<file path="src/rtl/mpmc_pkg.sv">
// Shared types and constants for the mpmc controller.
// Holds the command-issuer state encoding and the MIG command codes.
package mpmc_pkg;

    typedef enum logic [1:0] {
        IDLE  = 2'd0,
        ISSUE = 2'd1,
        DONE  = 2'd2
    } state_e;

    localparam logic [2:0] CMD_WRITE = 3'b000;
    localparam logic [2:0] CMD_READ  = 3'b001;

    localparam logic TRUE  = 1'b1;
    localparam logic FALSE = 1'b0;

endpackage

</file>
<file path="src/rtl/mpmc_app_cmd_gen.sv">
// MIG application-command issuer.
// Takes one read/write request of num_strips+1 strips and drives app_en /
// app_cmd / app_addr and the write-data FIFO strobes, each retried
// independently until the MIG accepts it.
// Optional build macro: MPMC_APP_TIMEOUT_EN adds a stall counter that aborts
// a request (done+err) after TIMEOUT cycles without any accept.
//
// Handshake: a strobe (app_en or app_wdf_wren) is valid while high; a
// transfer happens on a clock edge where the strobe and its ready are both
// high. Until then the strobe, app_addr and app_cmd are held stable; after
// it the strobe drops to 0 until the next strip is armed.
module mpmc_app_cmd_gen
    import mpmc_pkg::*;
#(
    parameter int ADDR_W      = 32,
    parameter int CNT_W       = 6,
    parameter int STRIP_BYTES = 16,
    parameter int TIMEOUT     = 1023
) (
    input  logic              clk,
    input  logic              rst,
    input  logic              start,
    input  logic              we,
    input  logic [ADDR_W-1:0] adr,
    input  logic [CNT_W-1:0]  num_strips,
    output logic              busy,
    output logic              done,
    output logic              err,
    output logic [CNT_W-1:0]  strip_cnt,
    input  logic              app_rdy,
    output logic              app_en,
    output logic [2:0]        app_cmd,
    output logic [ADDR_W-1:0] app_addr,
    input  logic              app_wdf_rdy,
    output logic              app_wdf_wren,
    output logic              app_wdf_end,
    output state_e            state_dbg
);

    state_e             state, state_d;
    logic               we_q, we_d;
    logic [CNT_W-1:0]   num_q, num_d;
    logic               cmd_done_q, cmd_done_d;
    logic               data_done_q, data_done_d;
    logic               busy_d, done_d, err_d, en_d, wren_d;
    logic [CNT_W-1:0]   strip_d;
    logic [2:0]         cmd_d;
    logic [ADDR_W-1:0]  addr_d;

    logic cmd_acc, data_acc, any_acc, cmd_ok, data_ok, timeout_hit;

    assign cmd_acc  = app_en && app_rdy;
    assign data_acc = app_wdf_wren && app_wdf_rdy;
    assign any_acc  = cmd_acc || data_acc;
    // A strip is complete once its command, and for writes its data, have
    // both been taken, in either order or together.
    assign cmd_ok   = cmd_done_q || cmd_acc;
    assign data_ok  = !we_q || data_done_q || data_acc;
    assign state_dbg = state;

`ifdef MPMC_APP_TIMEOUT_EN
    localparam int TO_W = $clog2(TIMEOUT + 1);
    logic [TO_W-1:0] stall_cnt;

    // Stall counter: counts ISSUE cycles with no accept of either strobe.
    always_ff @(posedge clk) begin
        if (rst || state != ISSUE || any_acc) stall_cnt <= '0;
        else                                  stall_cnt <= stall_cnt + TO_W'(1);
    end

    assign timeout_hit = (state == ISSUE) && !any_acc &&
                         (stall_cnt == TO_W'(TIMEOUT - 1));
`else
    assign timeout_hit = FALSE;
`endif

    // State and output registers; every output is flop-driven.
    always_ff @(posedge clk) begin
        if (rst) begin
            state        <= IDLE;
            we_q         <= FALSE;
            num_q        <= '0;
            cmd_done_q   <= FALSE;
            data_done_q  <= FALSE;
            busy         <= FALSE;
            done         <= FALSE;
            err          <= FALSE;
            strip_cnt    <= '0;
            app_en       <= FALSE;
            app_cmd      <= 3'b000;
            app_addr     <= '0;
            app_wdf_wren <= FALSE;
            app_wdf_end  <= FALSE;
        end else begin
            state        <= state_d;
            we_q         <= we_d;
            num_q        <= num_d;
            cmd_done_q   <= cmd_done_d;
            data_done_q  <= data_done_d;
            busy         <= busy_d;
            done         <= done_d;
            err          <= err_d;
            strip_cnt    <= strip_d;
            app_en       <= en_d;
            app_cmd      <= cmd_d;
            app_addr     <= addr_d;
            app_wdf_wren <= wren_d;
            app_wdf_end  <= wren_d;
        end
    end

    // Next-state and next-output logic.
    always_comb begin
        state_d     = state;
        we_d        = we_q;
        num_d       = num_q;
        cmd_done_d  = cmd_done_q;
        data_done_d = data_done_q;
        busy_d      = busy;
        done_d      = FALSE;
        err_d       = FALSE;
        strip_d     = strip_cnt;
        en_d        = app_en;
        cmd_d       = app_cmd;
        addr_d      = app_addr;
        wren_d      = app_wdf_wren;

        unique case (state)
            IDLE: begin
                if (start) begin
                    state_d     = ISSUE;
                    we_d        = we;
                    num_d       = num_strips;
                    cmd_done_d  = FALSE;
                    data_done_d = FALSE;
                    busy_d      = TRUE;
                    strip_d     = '0;
                    en_d        = TRUE;
                    wren_d      = we;
                    cmd_d       = we ? CMD_WRITE : CMD_READ;
                    addr_d      = adr;
                end
            end
            ISSUE: begin
                if (cmd_ok && data_ok) begin
                    cmd_done_d  = FALSE;
                    data_done_d = FALSE;
                    if (strip_cnt == num_q) begin
                        state_d = DONE;
                        done_d  = TRUE;
                        en_d    = FALSE;
                        wren_d  = FALSE;
                    end else begin
                        strip_d = strip_cnt + CNT_W'(1);
                        addr_d  = app_addr + ADDR_W'(STRIP_BYTES);
                        en_d    = TRUE;
                        wren_d  = we_q;
                    end
                end else if (timeout_hit) begin
                    state_d = DONE;
                    done_d  = TRUE;
                    err_d   = TRUE;
                    en_d    = FALSE;
                    wren_d  = FALSE;
                end else begin
                    cmd_done_d  = cmd_ok;
                    data_done_d = data_done_q || data_acc;
                    en_d        = app_en && !app_rdy;
                    wren_d      = app_wdf_wren && !app_wdf_rdy;
                end
            end
            DONE: begin
                state_d = IDLE;
                busy_d  = FALSE;
            end
            default: begin
                state_d = IDLE;
                busy_d  = FALSE;
                en_d    = FALSE;
                wren_d  = FALSE;
            end
        endcase
    end

endmodule

</file>
<file path="config.mk">
export PLATFORM = sky130hd
export DESIGN_NAME = mpmc_app_cmd_gen
export DESIGN_NICKNAME = d
export VERILOG_FILES = /design/src/rtl/mpmc_pkg.sv /design/src/rtl/mpmc_app_cmd_gen.sv
export SDC_FILE = /design/constraint.sdc
export NUM_CORES = 1
export LEC_CHECK = 0
export ABC_AREA = 1
export CAP_MARGIN = 20
export CORE_MARGIN = 2
export CORE_UTILIZATION = 50
export CTS_BUF_LIST = sky130_fd_sc_hd__clkbuf_8
export DETAILED_ROUTE_END_ITERATION = 10
export GPL_ROUTABILITY_DRIVEN = 0
export PLACE_DENSITY_LB_ADDON = 0.25
export SLEW_MARGIN = 20
export SYNTH_ARGS = -nofsm -noshare
export SYNTH_HDL_FRONTEND = slang
export SYNTH_SLANG_ARGS = --single-unit
</file>
<file path="constraint.sdc">
create_clock -name clk -period 4.75 [get_ports clk]
set_input_delay 1.425 -clock clk [delete_from_list [all_inputs] [get_ports clk]]
set_output_delay 1.425 -clock clk [all_outputs]
set_load 0.005 [all_outputs]
</file>
### Yosys cells after proc, flatten, opt, wreduce, memory -nomap -nowiden

Index checks and enable logic that the tools add are counted.

| operators by class | value |
|---|---|
| bitwise operators | 3 |
| mux-type cells | 28 |
| equal/unequal tests | 7 |
| add/sub/neg operators | 2 |
| reduce and logical (&&, ||, !) cells | 21 |

Operators with widths:

| cell | number |
|---|---|
| $mux 32 | 3 |
| $pmux 32 s2 | 1 |
| $add 32x5->32 const B | 1 |
| $mux 6 | 3 |
| $pmux 6 s2 | 1 |
| $mux 1 | 11 |
| $ne 2x2->1 const B | 4 |
| $reduce_and 2->1 | 4 |
| $add 6x1->6 const B | 1 |
| $eq 6x6->1 | 1 |
| $mux 2 | 3 |
| $pmux 1 s2 | 3 |
| $pmux 1 s3 | 2 |
| $logic_and 1x1->1 | 5 |
| $logic_or 1x1->1 | 4 |
| $pmux 2 s2 | 1 |
| $reduce_and 4->1 | 1 |
| $logic_not 1->1 | 3 |
| $not 1->1 | 3 |
| $reduce_and 3->1 | 1 |
| $reduce_or 3->1 | 1 |
| $eq 2x1->1 const B | 1 |
| $eq 2x2->1 const B | 1 |
| $logic_not 2->1 | 1 |
| $reduce_bool 2->1 | 1 |

| word-level totals | value |
|---|---|
| input port bits | 44 |
| flip-flop bits (word level) | 56 |
| output and inout port bits | 49 |

### Logic depth before layout (Yosys ltp)

Gate-level depths: netlist of the first run.

| depth | value |
|---|---|
| depth after elaboration | 6 |
| mapped depth | 12 |
| gate-level depth less buffers | 11 |

### Worst setup path after synthesis of the first run

OpenSTA, ideal clock, no wires.

| timing path | value |
|---|---|
| kind | input port to flip-flop |
| from | in app_wdf_rdy |
| to | reg app_addr[17] |
| path buffers | 2 |
| arrival | 2,418 ps |
| cell stages on the path | 10 |
| data required time | 4,635 ps |
| slack | 2,217 ps |
| cell sequence | a21oi_1 nand2_1 nand2_1 nor2_1 nand2_1 nand2_2 buf_6 buf_6 a21oi_1 nor2_1 |

| on the way | value |
|---|---|
| word-level cells in the longest chain between the ends | 5 |

RTL lines:

| element | line | text |
|---|---|---|
| start, declared | mpmc_app_cmd_gen.sv:34 | `input logic app_wdf_rdy,` |
| $logic_and 1x1->1 | mpmc_app_cmd_gen.sv:53 | `assign data_acc = app_wdf_wren && app_wdf_rdy;` |
| $logic_or 1x1->1 | mpmc_app_cmd_gen.sv:58 | `assign data_ok = !we_q \|\| data_done_q \|\| data_acc;` |
| $logic_and 1x1->1 | mpmc_app_cmd_gen.sv:145 | `if (cmd_ok && data_ok) begin` |
| $ne 2x2->1 (no source line) | n/a |  |
| $reduce_and 4->1 (no source line) | n/a |  |
| end signal, assigned | mpmc_app_cmd_gen.sv:106 | `app_addr <= addr_d;` |
| end, declared | mpmc_app_cmd_gen.sv:33 | `output logic [ADDR_W-1:0] app_addr,` |

Every way passes these cells.
A chain may end at the register's enable or synchronous reset.

### Final worst setup path of the first run

| timing path | value |
|---|---|
| from | in start |
| to | reg app_addr[22] |

| on the way | value |
|---|---|
| word-level cells in the longest chain between the ends | 2 |

RTL lines:

| element | line | text |
|---|---|---|
| start, declared | mpmc_app_cmd_gen.sv:22 | `input logic start,` |
| $ne 2x2->1 (no source line) | n/a |  |
| $reduce_and 4->1 (no source line) | n/a |  |

Every way passes these cells.

==> results.toml, run 1 <==
[floorplanning]
std_cell_rows = 29
core_sq_um = 6390
die_w_um = 85.4
ios = 93
die_y_um = 85.4
start_util_pct = 51.9
die_area_sq_um = 7290

[sta]
setup-tns-final_ns = 0
slew_violations = 0
finalSetupViolations = 0
post-route-period-util_pct = 69.3
relSlewSlack_pct = 41.9
fin_worst_skew_ns = 0.00911
min_period_ns = 3.29
tightestPinTransition_ns = 0.870
whs_ns = 0.472
rsz0062_at_grt = "no"
max_freq_ghz = 0.304
finalHoldViolCount = 0

[synthesis]
synth-warning-count = 0
synth_common_cells = "156 x nand2_1, 85 x nor2_1, 54 x dfxtp_1"
synth_area_sq_um = 3310
netlist.area_leader.share_pct = 32.6
synth_area_leader_cell = "dfxtp_1"
avgSynthCellArea_sq_um = 6.18
synth_cells = 536
synth.most_common_cell = "nand2_1"
synthArstFlopShare_pct = 0
ys_seq_elements = 54
synth.distinct_cells = 34
synthFlopType = "dfxtp_1"
ys_seq_area_share_pct = 32.6
synth_edf_count = 0
yosys-top-cells-area = "dfxtp_1 33%, nand2_1 18%, nor2_1 9.6%, a21oi_1 5.3%, o21ai_0 5.3%"

[routing]
dr.pass1.iters = 5
vias = 3609
postRouteAntennaNets = 0
drcViolationCount = 0
drt-met1-wl_um = 3880
dr_wl_met3_um = 605
via_per_inst = 5.25
wl_per_cell_um = 12.9
drt-initial-drc-count = 221
top_layer = "met4"
wl_um = 8870
dr_wl_met2_um = 4230

[grt]
antenna_found_initial = 0
grt_pass1_vias = 3373
grt.total_usage_pct = 25.4
grt_first_pass_wirelength_um = 15300
overflow = 0
grt_max_degree = 51

[power]
combPwrFrac_pct = 24.5
p_per_area_nw_per_um2 = 265
switching_share_pct = 29.4
clock_power_share_pct = 28.3
switching_power_mw = 0.334
leakage_nw = 1.63
peakVddDrop_v = 0.000234
p_int_mw = 0.801
p_seq_share_pct = 47.1

[setup_path]
cpMaxStageDelayCell = "clkdlybuf4s50_1"
cpPeakStageDelay_ns = 0.46
cp_cell_sequence = "clkdlybuf4s50_1 -> nand2_1 -> nor2_2 -> inv_1 -> nand2_2 -> buf_4 -> nand2_1 -> o21ai_0 -> nor2_1"
cp.required_ns = 4.95
crit_arrival_ns = 3.50
worst-setup-path-type = "in2reg"
end_kind = "flop"
crit_path_start_kind = "input port"
cp_max_fo = 46
path_common_cell = "nand2_1"

[layout]
drive_above_1_share_pct = 6.71
antennaDiodeCount = 0
fin_util_pct = 67.1
final.fill_count = 595
syn_to_final_growth_pct = 29.3
nNetsFinal = 657

[clock_tree]
cts.hold.buffers_added = 0
cts.clk_slew.worst_paths_ns = 0.10
cts_setup_buffers = 0
cts_resized = 0
root_buffer = "clkbuf_8"
cts_made_buffers = 5
cts_htree_levels = 2
clockBufferDepth = 2
cts.sinks = 54
clock_latency_ns = 0.31
cts_tree = "yes"

[worst_hold_path]
hold_class = "reg2reg"

[status]
status = "complete, no violations"

[placement]
dpl.hpwl_um = 6320
portBuffers = 89

[job]
maxCapViolCount = 0
## power by group through the flow
stage / Combinational (mW) / Clock (mW) / Sequential [mW]
after global placement: 0.271 / 0 / 0.543
after detailed placement: 0.278 / 0 / 0.544
after CTS: 0.279 / 0.327 / 0.534
final: 0.279 / 0.322 / 0.535
after global routing: 0.314 / 0.341 / 0.541
after floorplan: 0.161 / 0 / 0.536
## registers in the layout, summed over array words and instances, names as in the netlist
register	count
app_cmd	1
busy	1
done	1
app_wdf_end	1
we_q	1
state_dbg	2
strip_cnt	6
app_addr	32
data_done_q	1
num_q	6
cmd_done_q	1
app_en	1
## worst max-delay path: cells and delay by family
family	cells	cell delay (ns)
buffers and inverters	3	1.23
AND/OR/NAND/NOR	5	0.65
AO/OA/AOI/OAI	1	0.17
## layer usage
metal  track usage (%)  up-vias
met1              32.3     1609
met5                 0        -
li1                  -     1852
met4              7.07        0
met3              5.06       14
met2              43.5      134
## area by class of cell
type / count / area [sq um] / area share (%)
Clock buffer: 6 / 82.6 / 1.93
Clock inverter: 1 / 30.0 / 0.701
Inverter: 45 / 169 / 3.94
Multi-Input combinational cell: 413 / 1910 / 44.6
Sequential cell: 54 / 1080 / 25.2
Tap cell: 77 / 96.3 / 2.25
Timing Repair Buffer: 92 / 913 / 21.3
## stage by stage
| stage | std cells | power [mW] | area (sq um) | setup WS [ns] |
|---|---|---|---|---|
| global placement | 681 | 0.814 | 4170 | 1.23 |
| finish | 688 | 1.14 | 4280 | 1.46 |
| floorplan | 538 | 0.698 | 3320 | 2.22 |
| global route | 688 | 1.20 | 4280 | 1.21 |
| CTS | 688 | 1.14 | 4280 | 1.48 |
| detailed placement | 681 | 0.822 | 4170 | 1.14 |
## cell usage in the layout, fill, tap and decap left out
| cell | n |
|---|---|
| inv_2 | 3 |
| conb_1 | 3 |
| nand4_1 | 4 |
| xnor2_1 | 2 |
| nor2_1 | 85 |
| clkbuf_8 | 6 |
| xor2_1 | 4 |
| buf_4 | 3 |
| ha_1 | 2 |
| nand3_2 | 6 |
| a211oi_1 | 1 |
| nor3_1 | 8 |
| clkdlybuf4s50_1 | 89 |
| o21ai_2 | 1 |
| bufinv_16 | 1 |
| nand3_1 | 34 |
| a21oi_2 | 6 |
| a31oi_1 | 1 |
| nand2_2 | 1 |
| a21o_1 | 1 |
| o21ai_0 | 35 |
| nor2_4 | 1 |
| or2_2 | 10 |
| mux2i_1 | 1 |
| nor4_1 | 1 |
| o21ai_1 | 6 |
| dfxtp_1 | 54 |
| inv_1 | 42 |
| nor2_2 | 3 |
| nand2_1 | 156 |
| a21boi_0 | 1 |
| a21oi_1 | 35 |
| nand3b_1 | 5 |
## kinds of logic (layout without fill, tap and decap cells)
logic type,count (synthesis),after routing,share of synthesized area [%]
AO/OA/AOI/OAI,87,87,14.2
XOR/XNOR,6,6,1.59
adder cells (fa/ha/maj),2,2,0.755
buffers and inverters,71,144,9.89
flip-flops,54,54,32.6
multiplexers,1,1,0.302
other,1,3,0.113
AND/OR/NAND/NOR,314,314,40.5
## final timing paths
| check | cells past startpoint | endpoint | slack [ns] | from |
|---|---|---|---|---|
| min reg2reg | 2 | num_q[3] | 0.47 | num_q[3] |
| max reg2reg | 8 | app_addr[31] | 2.53 | state_dbg[1] |
| max | 9 | app_addr[22] | 1.46 | start |
| min | 2 | num_q[3] | 0.47 | num_q[3] |
Power figures use the tool's default switching activity.
==> inputs of run 2 (changes only) <==
--- a/config.mk
+++ b/config.mk
@@ -8,7 +8,7 @@
 export ABC_AREA = 1
 export CAP_MARGIN = 20
 export CORE_MARGIN = 2
-export CORE_UTILIZATION = 50
+export CORE_UTILIZATION = 45
 export CTS_BUF_LIST = sky130_fd_sc_hd__clkbuf_8
 export DETAILED_ROUTE_END_ITERATION = 10
 export GPL_ROUTABILITY_DRIVEN = 0
==> constraint.sdc (replaced) <==
create_clock -name clk -period 2.7 [get_ports clk]
set_input_delay 0.81 -clock clk [delete_from_list [all_inputs] [get_ports clk]]
set_output_delay 0.81 -clock clk [all_outputs]
set_load 0.005 [all_outputs]
==> run 2 against run 1 <==
Effect of this change: clock power increased by 39%; first-iteration DRC count decreased by 5.4%; via count increased by 1.1%; wire length increased by 1.9%; sequential power increased by 76%; register-to-register slack got worse by 1.7 ns; setup slack got worse by 0.95 ns; sequential share of layout area decreased by 0.39 points; critical path type is now reg2out; largest power group unchanged; highest routed layer unchanged.
==> results.toml, run 2 (synthesized netlist as in run 1, its figures left out) <==
[layout]
register_area_sq_um = 1080
layout_commonest_cell = "nand2_1"
most-common-layout-cells = "156 x nand2_1, 89 x clkdlybuf4s50_1, 85 x nor2_1"
fin_cells = 718
syn_to_final_growth_pct = 31.3
reg_top3 = "app_addr: 32 flops, num_q: 6 flops, strip_cnt: 6 flops"
top_register = "app_addr"
antennaDiodeCount = 0
fin_area_sq_um = 4350
final.fill_count = 706
nNetsFinal = 665
multi_input_area_sq_um = 1910
largest_register_ffs = 32
drive_above_1_share_pct = 7.75

[placement]
portBuffers = 89
dp_cells = 711
dpl.hpwl_um = 6730
placed_area_sq_um = 4270

[clock_tree]
root_buffer = "clkbuf_8"
clockBufferDepth = 2
clock_latency_ns = 0.31
cts.sinks = 54
cts_made_buffers = 5
cts.clk_slew.worst_paths_ns = 0.10
cts_tree = "yes"
cts_setup_buffers = 0
cts_htree_levels = 2
cts.hold.buffers_added = 0
cts_resized = 0

[floorplanning]
std_cell_rows = 31
die_y_um = 89.8
core_sq_um = 7180
ios = 93
start_util_pct = 46.2
die_w_um = 89.8
die_area_sq_um = 8060

[setup_path]
cp_num_buf_inv = 1
cpPeakStageDelay_ns = 0.56
crit_path_start_kind = "flop"
crit_arrival_ns = 1.38
end_kind = "primary output"
cp_cell_sequence = "clkdlybuf4s50_1"
cp_max_fo = 8
cp.required_ns = 1.89
crit_family = "buffers and inverters"
cpMaxStageDelayCell = "clkdlybuf4s50_1"
worst-setup-path-type = "reg2out"

[sta]
rsz0062_at_grt = "no"
setup-tns-final_ns = 0
finalHoldViolCount = 0
tightestPinTransition_ns = 0.509
relSlewSlack_pct = 66.1
min_period_ns = 2.19
fin_worst_skew_ns = 0.00365
max_freq_ghz = 0.456
finalSetupViolations = 0
slew_violations = 0
post-route-period-util_pct = 81.2

[routing]
postRouteAntennaNets = 0
drcViolationCount = 0
vias = 3648
drt-initial-drc-count = 209
wl_per_cell_um = 12.6
via_per_inst = 5.08
dr.pass1.iters = 5
wl_um = 9040

[grt]
grt.total_usage_pct = 22.8
overflow = 0
grt_first_pass_wirelength_um = 15500
grt_pass1_vias = 3380
grt_max_degree = 51
antenna_found_initial = 0

[worst_hold_path]
hold_class = "reg2reg"

[power]
peakVddDrop_v = 0.000291
leakage_nw = 1.66
p_per_area_nw_per_um2 = 437

[status]
status = "complete, no violations"

[job]
maxCapViolCount = 0
[run 2: cell types whose count changed in the layout (fill, tap and decap cells not counted)]
cell,delta
buf_12,+1
buf_4,+7
bufinv_16,-1
clkbuf_8,-1
clkinvlp_4,+1
inv_1,+1
[run 2: area by class of cell]
type                    instances  share of cell area (%)
multi-input cells             413                    43.9
flip-flops and latches         54                    24.8
repair buffers                100                    22.7
inverters                      45                    3.88
well taps                      99                    2.85
clock buffers                   5                    1.58
clock inverters                 2                   0.259
[run 2: power by group]
part	switching, mW	leakage [nW]	internal (mW)
combinational	0.242	1.17	0.267
clock	0.273	0.0414	0.175
sequential	0.0814	0.445	0.861
total	0.597	1.66	1.30
[run 2: metrics by stage]
stage	worst slack (ns)	hold slack, ns	total power [mW]	util [%]
after floorplan	0.782	0.443	1.23	-
after CTS	0.502	0.476	1.91	60.6
after global placement	0.296	0.452	1.46	59.5
after detailed placement	0.240	0.460	1.47	59.5
final	0.508	0.473	1.90	60.6
after global routing	0.335	0.492	2.02	60.6
[run 2: per-layer routing]
layer | track usage (%) | routed length, um | share of wire, %
met1 | 29.2 | 3940 | 44
met3 | 6.04 | 705 | 7.8
met2 | 37.3 | 4240 | 47
met5 | 0 | 0 | 0
met4 | 7.56 | 165 | 1.8
[run 2: path summary, 6_finish.rpt]
check | startpoint | end | slack (ns) | cells past startpoint
worst max-delay path | app_addr[13] | app_addr[13] | 0.51 | 1
worst min register to register | num_q[5] | num_q[5] | 0.47 | 2
worst min-delay path | num_q[5] | num_q[5] | 0.47 | 2
worst max register to register | app_addr[4] | app_addr[22] | 0.87 | 10
==> inputs of run 3 (changes only) <==
==> constraint.sdc (replaced) <==
create_clock -name clk -period 1.95 [get_ports clk]
set_input_delay 0.585 -clock clk [delete_from_list [all_inputs] [get_ports clk]]
set_output_delay 0.585 -clock clk [all_outputs]
set_load 0.005 [all_outputs]
==> run 3 against run 2 <==
Effect of this change: cell area increased by 2.7%; clock-buffer cell count increased by 1; combinational power increased by 44%; setup slack got worse by 0.47 ns; cell count increased by 0.97%; critical path type unchanged.
==> results.toml, run 3 (synthesized netlist as in run 1, its figures left out) <==
[routing]
postRouteAntennaNets = 0
dr.pass1.iters = 6
drt-initial-drc-count = 211
drcViolationCount = 0
wl_per_cell_um = 12.6
wl_um = 9140
via_per_inst = 5.01
vias = 3632

[setup_path]
cpMaxStageDelayCell = "clkdlybuf4s50_1"
crit_family = "buffers and inverters"
end_kind = "primary output"
cp.required_ns = 1.36
cp_num_buf_inv = 1
cp_cell_sequence = "clkdlybuf4s50_1"
cp_max_fo = 5
crit_path_start_kind = "flop"
cpPeakStageDelay_ns = 0.55
worst-setup-path-type = "reg2out"
crit_arrival_ns = 1.32

[worst_hold_path]
hold_class = "reg2reg"

[floorplanning]
ios = 93
core_sq_um = 7180
die_area_sq_um = 8060
std_cell_rows = 31
die_y_um = 89.8
die_w_um = 89.8
start_util_pct = 46.2

[layout]
nNetsFinal = 671
syn_to_final_growth_pct = 34.9
reg_top3 = "app_addr: 32 flops, num_q: 6 flops, strip_cnt: 6 flops"
drive_above_1_share_pct = 10.5
register_area_sq_um = 1090
multi_input_area_sq_um = 1940
most-common-layout-cells = "154 x nand2_1, 89 x clkdlybuf4s50_1, 84 x nor2_1"
top_register = "app_addr"
final.fill_count = 686
antennaDiodeCount = 0
largest_register_ffs = 32
fin_cells = 725
layout_commonest_cell = "nand2_1"

[placement]
dp_cells = 717
dpl.hpwl_um = 6810
portBuffers = 89

[grt]
grt_max_degree = 51
antenna_found_initial = 0
grt.total_usage_pct = 22.6
overflow = 0
grt_pass1_vias = 3308
grt_first_pass_wirelength_um = 15400

[power]
total_power_mw = 2.71
leakage_nw = 1.71
p_per_area_nw_per_um2 = 607
peakVddDrop_v = 0.000430

[sta]
min_period_ns = 1.91
finalHoldViolCount = 0
slew_violations = 0
finalSetupViolations = 0
rsz0062_at_grt = "no"
setup-tns-final_ns = 0
post-route-period-util_pct = 97.9
fin_worst_skew_ns = 0.0101
max_freq_ghz = 0.524

[clock_tree]
cts_made_buffers = 5
clockBufferDepth = 2
clock_latency_ns = 0.32
cts.clk_slew.worst_paths_ns = 0.10
cts_tree = "yes"
cts_htree_levels = 2
cts_setup_buffers = 0
cts.sinks = 54
root_buffer = "clkbuf_8"

[job]
maxCapViolCount = 0

[status]
status = "complete, no violations"
run 3: cell count changes in the layout (fill, tap and decap cells not counted), moves of 3 or more:
cell	before	now
dfxtp_1	54	48
dfxtp_2	0	6
buf_6	0	3
o21ai_0	35	32
run 3: area by class of cell:
type | instances | share of cell area [%]
Tap cell | 99 | 2.77
Timing Repair Buffer | 106 | 23.5
Multi-Input combinational cell | 413 | 43.5
Clock inverter | 2 | 0.280
Sequential cell | 54 | 24.4
Clock buffer | 6 | 1.85
Inverter | 45 | 3.78
run 3: where the power goes:
part	switching [mW]	internal, mW	leakage, nW	total [mW]
registers	0.114	1.19	0.447	1.31
clock network	0.383	0.289	0.0530	0.672
logic	0.346	0.385	1.21	0.731
run 3: path summary, 6_finish.rpt:
| path | from | to | slack, ns | depth (start not counted) |
|---|---|---|---|---|
| worst max-delay path | app_addr[10] | app_addr[10] | 0.04 | 1 |
| worst min-delay path | busy | busy | 0.47 | 2 |
| worst max register to register | app_addr[5] | app_addr[22] | 0.27 | 10 |
| worst min register to register | busy | busy | 0.47 | 2 |
run 3: repair_timing:
item,CTS,global route
hold buffers,0,0
pin swaps,0,3
endpoints found under the setup margin,1,38
gates resized for setup,1,24
run 3: layer usage:
metal	global-route usage, %	vias to the layer above	wire length [um]
met4	5.38	0	97
met3	5.70	9	676
met2	37.9	118	4340
met5	0	-	0
met1	29.4	1628	4020
li1	-	1877	-
run 3: per-stage QoR:
stage	utilization (%)	instance area [sq um]	setup slack (ns)	hold slack, ns
floorplan	-	3320	0.257	0.443
global placement	60.0	4300	-0.215	0.452
detailed placement	60.0	4300	-0.298	0.457
CTS	61.3	4400	0.0112	0.473
global route	62.3	4470	0.00449	0.486
finish	62.3	4470	0.0405	0.473
==> RTL change: new RTL, config.mk and constraints of run 2 <==
The option `MPMC_APP_TIMEOUT_EN` is turned on by a define.
--- a/src/rtl/mpmc_app_cmd_gen.sv
+++ b/src/rtl/mpmc_app_cmd_gen.sv
@@ -11,2 +11,4 @@
 // it the strobe drops to 0 until the next strip is armed.
+`define MPMC_APP_TIMEOUT_EN
+
 module mpmc_app_cmd_gen
Behaviour: same outputs for any inputs over 10 cycles, from zero or initial values and one cycle with rst high; that may be too few to reach the edited logic, so the function may still have changed.
==> RTL change against run 2 <==
Total power rose by 47%; synthesized area rose by 15%; clock skew rose by 0.0052 ns; worst setup slack got worse by 0.097 ns; sequential power rose by 23%; routed wire length rose by 16%; via count rose by 15%; sequential cell count rose by 11; design area rose by 16%; critical path type is now in2reg; largest power group unchanged; highest routed layer unchanged.
==> RTL change: results (changes against run 2) <==
Global route
  • Vias in the first global route: 3,842 (+14%)
  • Global-route usage over all layers: 24.1% (+1.3 points)
  • First-pass GRT wire length: 17,400 um (+13%)

Routing
  • DR vias: 4,179 (+15%)
  • DR iter-0 viols: 176 (-16%)
  • Final wirelength: 10,500 um (+16%)

Critical path
  • CP max FO: 13 (+5)
  • Reg-to-Reg Start: state_dbg[0]
  • Setup crit start: app_wdf_rdy
  • Crit-path max cell delay: 0.50 ns (-0.06 ns)

STA
  • Skew final: 0.00883 ns (+0.00518 ns)
  • Tightest Pin Transition: 0.549 ns (+0.0406 ns)

Clocking
  • CTS H-Tree Depth: 3 (+1)
  • Total CTS buffers: 9 (+4)

Synthesis
  • Post-synth cell types: 37 (+8.8%)
  • Post-Syn Instances: 613 (+14%)
  • Synth area leaders: dfxtp_1 34%, nand2_1 17%, nor2_1 8.8%
  • Post-synthesis sequential area ratio: 34.1% (+1.5 points)

Cells and area
  • Nets: 752 (+13%)
  • Fraction of layout cells with a size suffix above 1: 7.34% (-0.41 points)
  • Regs by FF count: app_addr x32, stall_cnt x10

Power
  • P per Cell Area: 555 nW/um^2 (+27%)
  • Power Internal: 1.94 mW (+49%)
  • Peak supply drop: 0.000364 V (+25%)
  • Leakage power: 1.95 nW (+18%)
  • Combinational share of power: 26.4% (-0.4 points)

Place
  • Dpl ws: 0.0673 ns (-0.173 ns)
  • Placed inst area: 4840 sq um (+13%)
  • Placed Cells: 798 (+12%)
  • Port bufs: 90 (+1.1%)

Min path
  • Hold Startpoint: stall_cnt[0]

Outcome
  • Outcome: complete, no violations
RTL change: cell count changes in the layout (fill, tap and decap cells not counted), sizes merged, moves of 3 or more:
| cell | delta |
|---|---|
| dfxtp | +11 |
| inv | +13 |
| nand3 | +20 |
| a21oi | -4 |
| o21bai | +4 |
| o21ai | +6 |
| clkbuf | +8 |
| nand2 | +18 |
| nand3b | -3 |
| nor2 | +8 |
RTL change: cell families after synthesis:
| logic type | Yosys count | synth area share [%] |
|---|---|---|
| DFF | 65 | 34.1 |
| other | 1 | 0.0983 |
| and+or+nand+nor | 357 | 39.4 |
| AOI/OAI and AO/OA | 97 | 14.1 |
| adders and majority gates | 4 | 1.31 |
| xor gates and xnor gates | 7 | 1.61 |
| buffers and inverters | 82 | 9.41 |
RTL change: worst paths after layout:
path                                endpoint  depth (start not counted)  slack [ns]
worst max-delay path            app_addr[25]                         10        0.41
worst min register to register  stall_cnt[0]                          1        0.45
worst max register to register  stall_cnt[3]                          9        0.74
worst min-delay path            stall_cnt[0]                          1        0.45
RTL change: cell type report:
cell class,count,area (sq um)
Clock buffer,13,179
Timing Repair Buffer,101,1020
Fill cell,762,3170
Multi-Input combinational cell,467,2160
Inverter,60,225
Clock inverter,2,35.0
Tap cell,105,131
Sequential cell,65,1300
RTL change: critical path, delay by kind of cell:
family / cells / cell delay (ns)
buf+inv: 2 / 0.73
compound gates: 2 / 0.21
simple gates: 6 / 0.80
RTL change: metal layers:
layer | track usage (%) | part of all wire, % | up-vias
met3 | 5.64 | 7.4 | 24
met1 | 29.6 | 43 | 1850
met2 | 41.4 | 47 | 156
li1 | - | - | 2149
met4 | 7.98 | 1.9 | 0
met5 | 0 | 0 | -
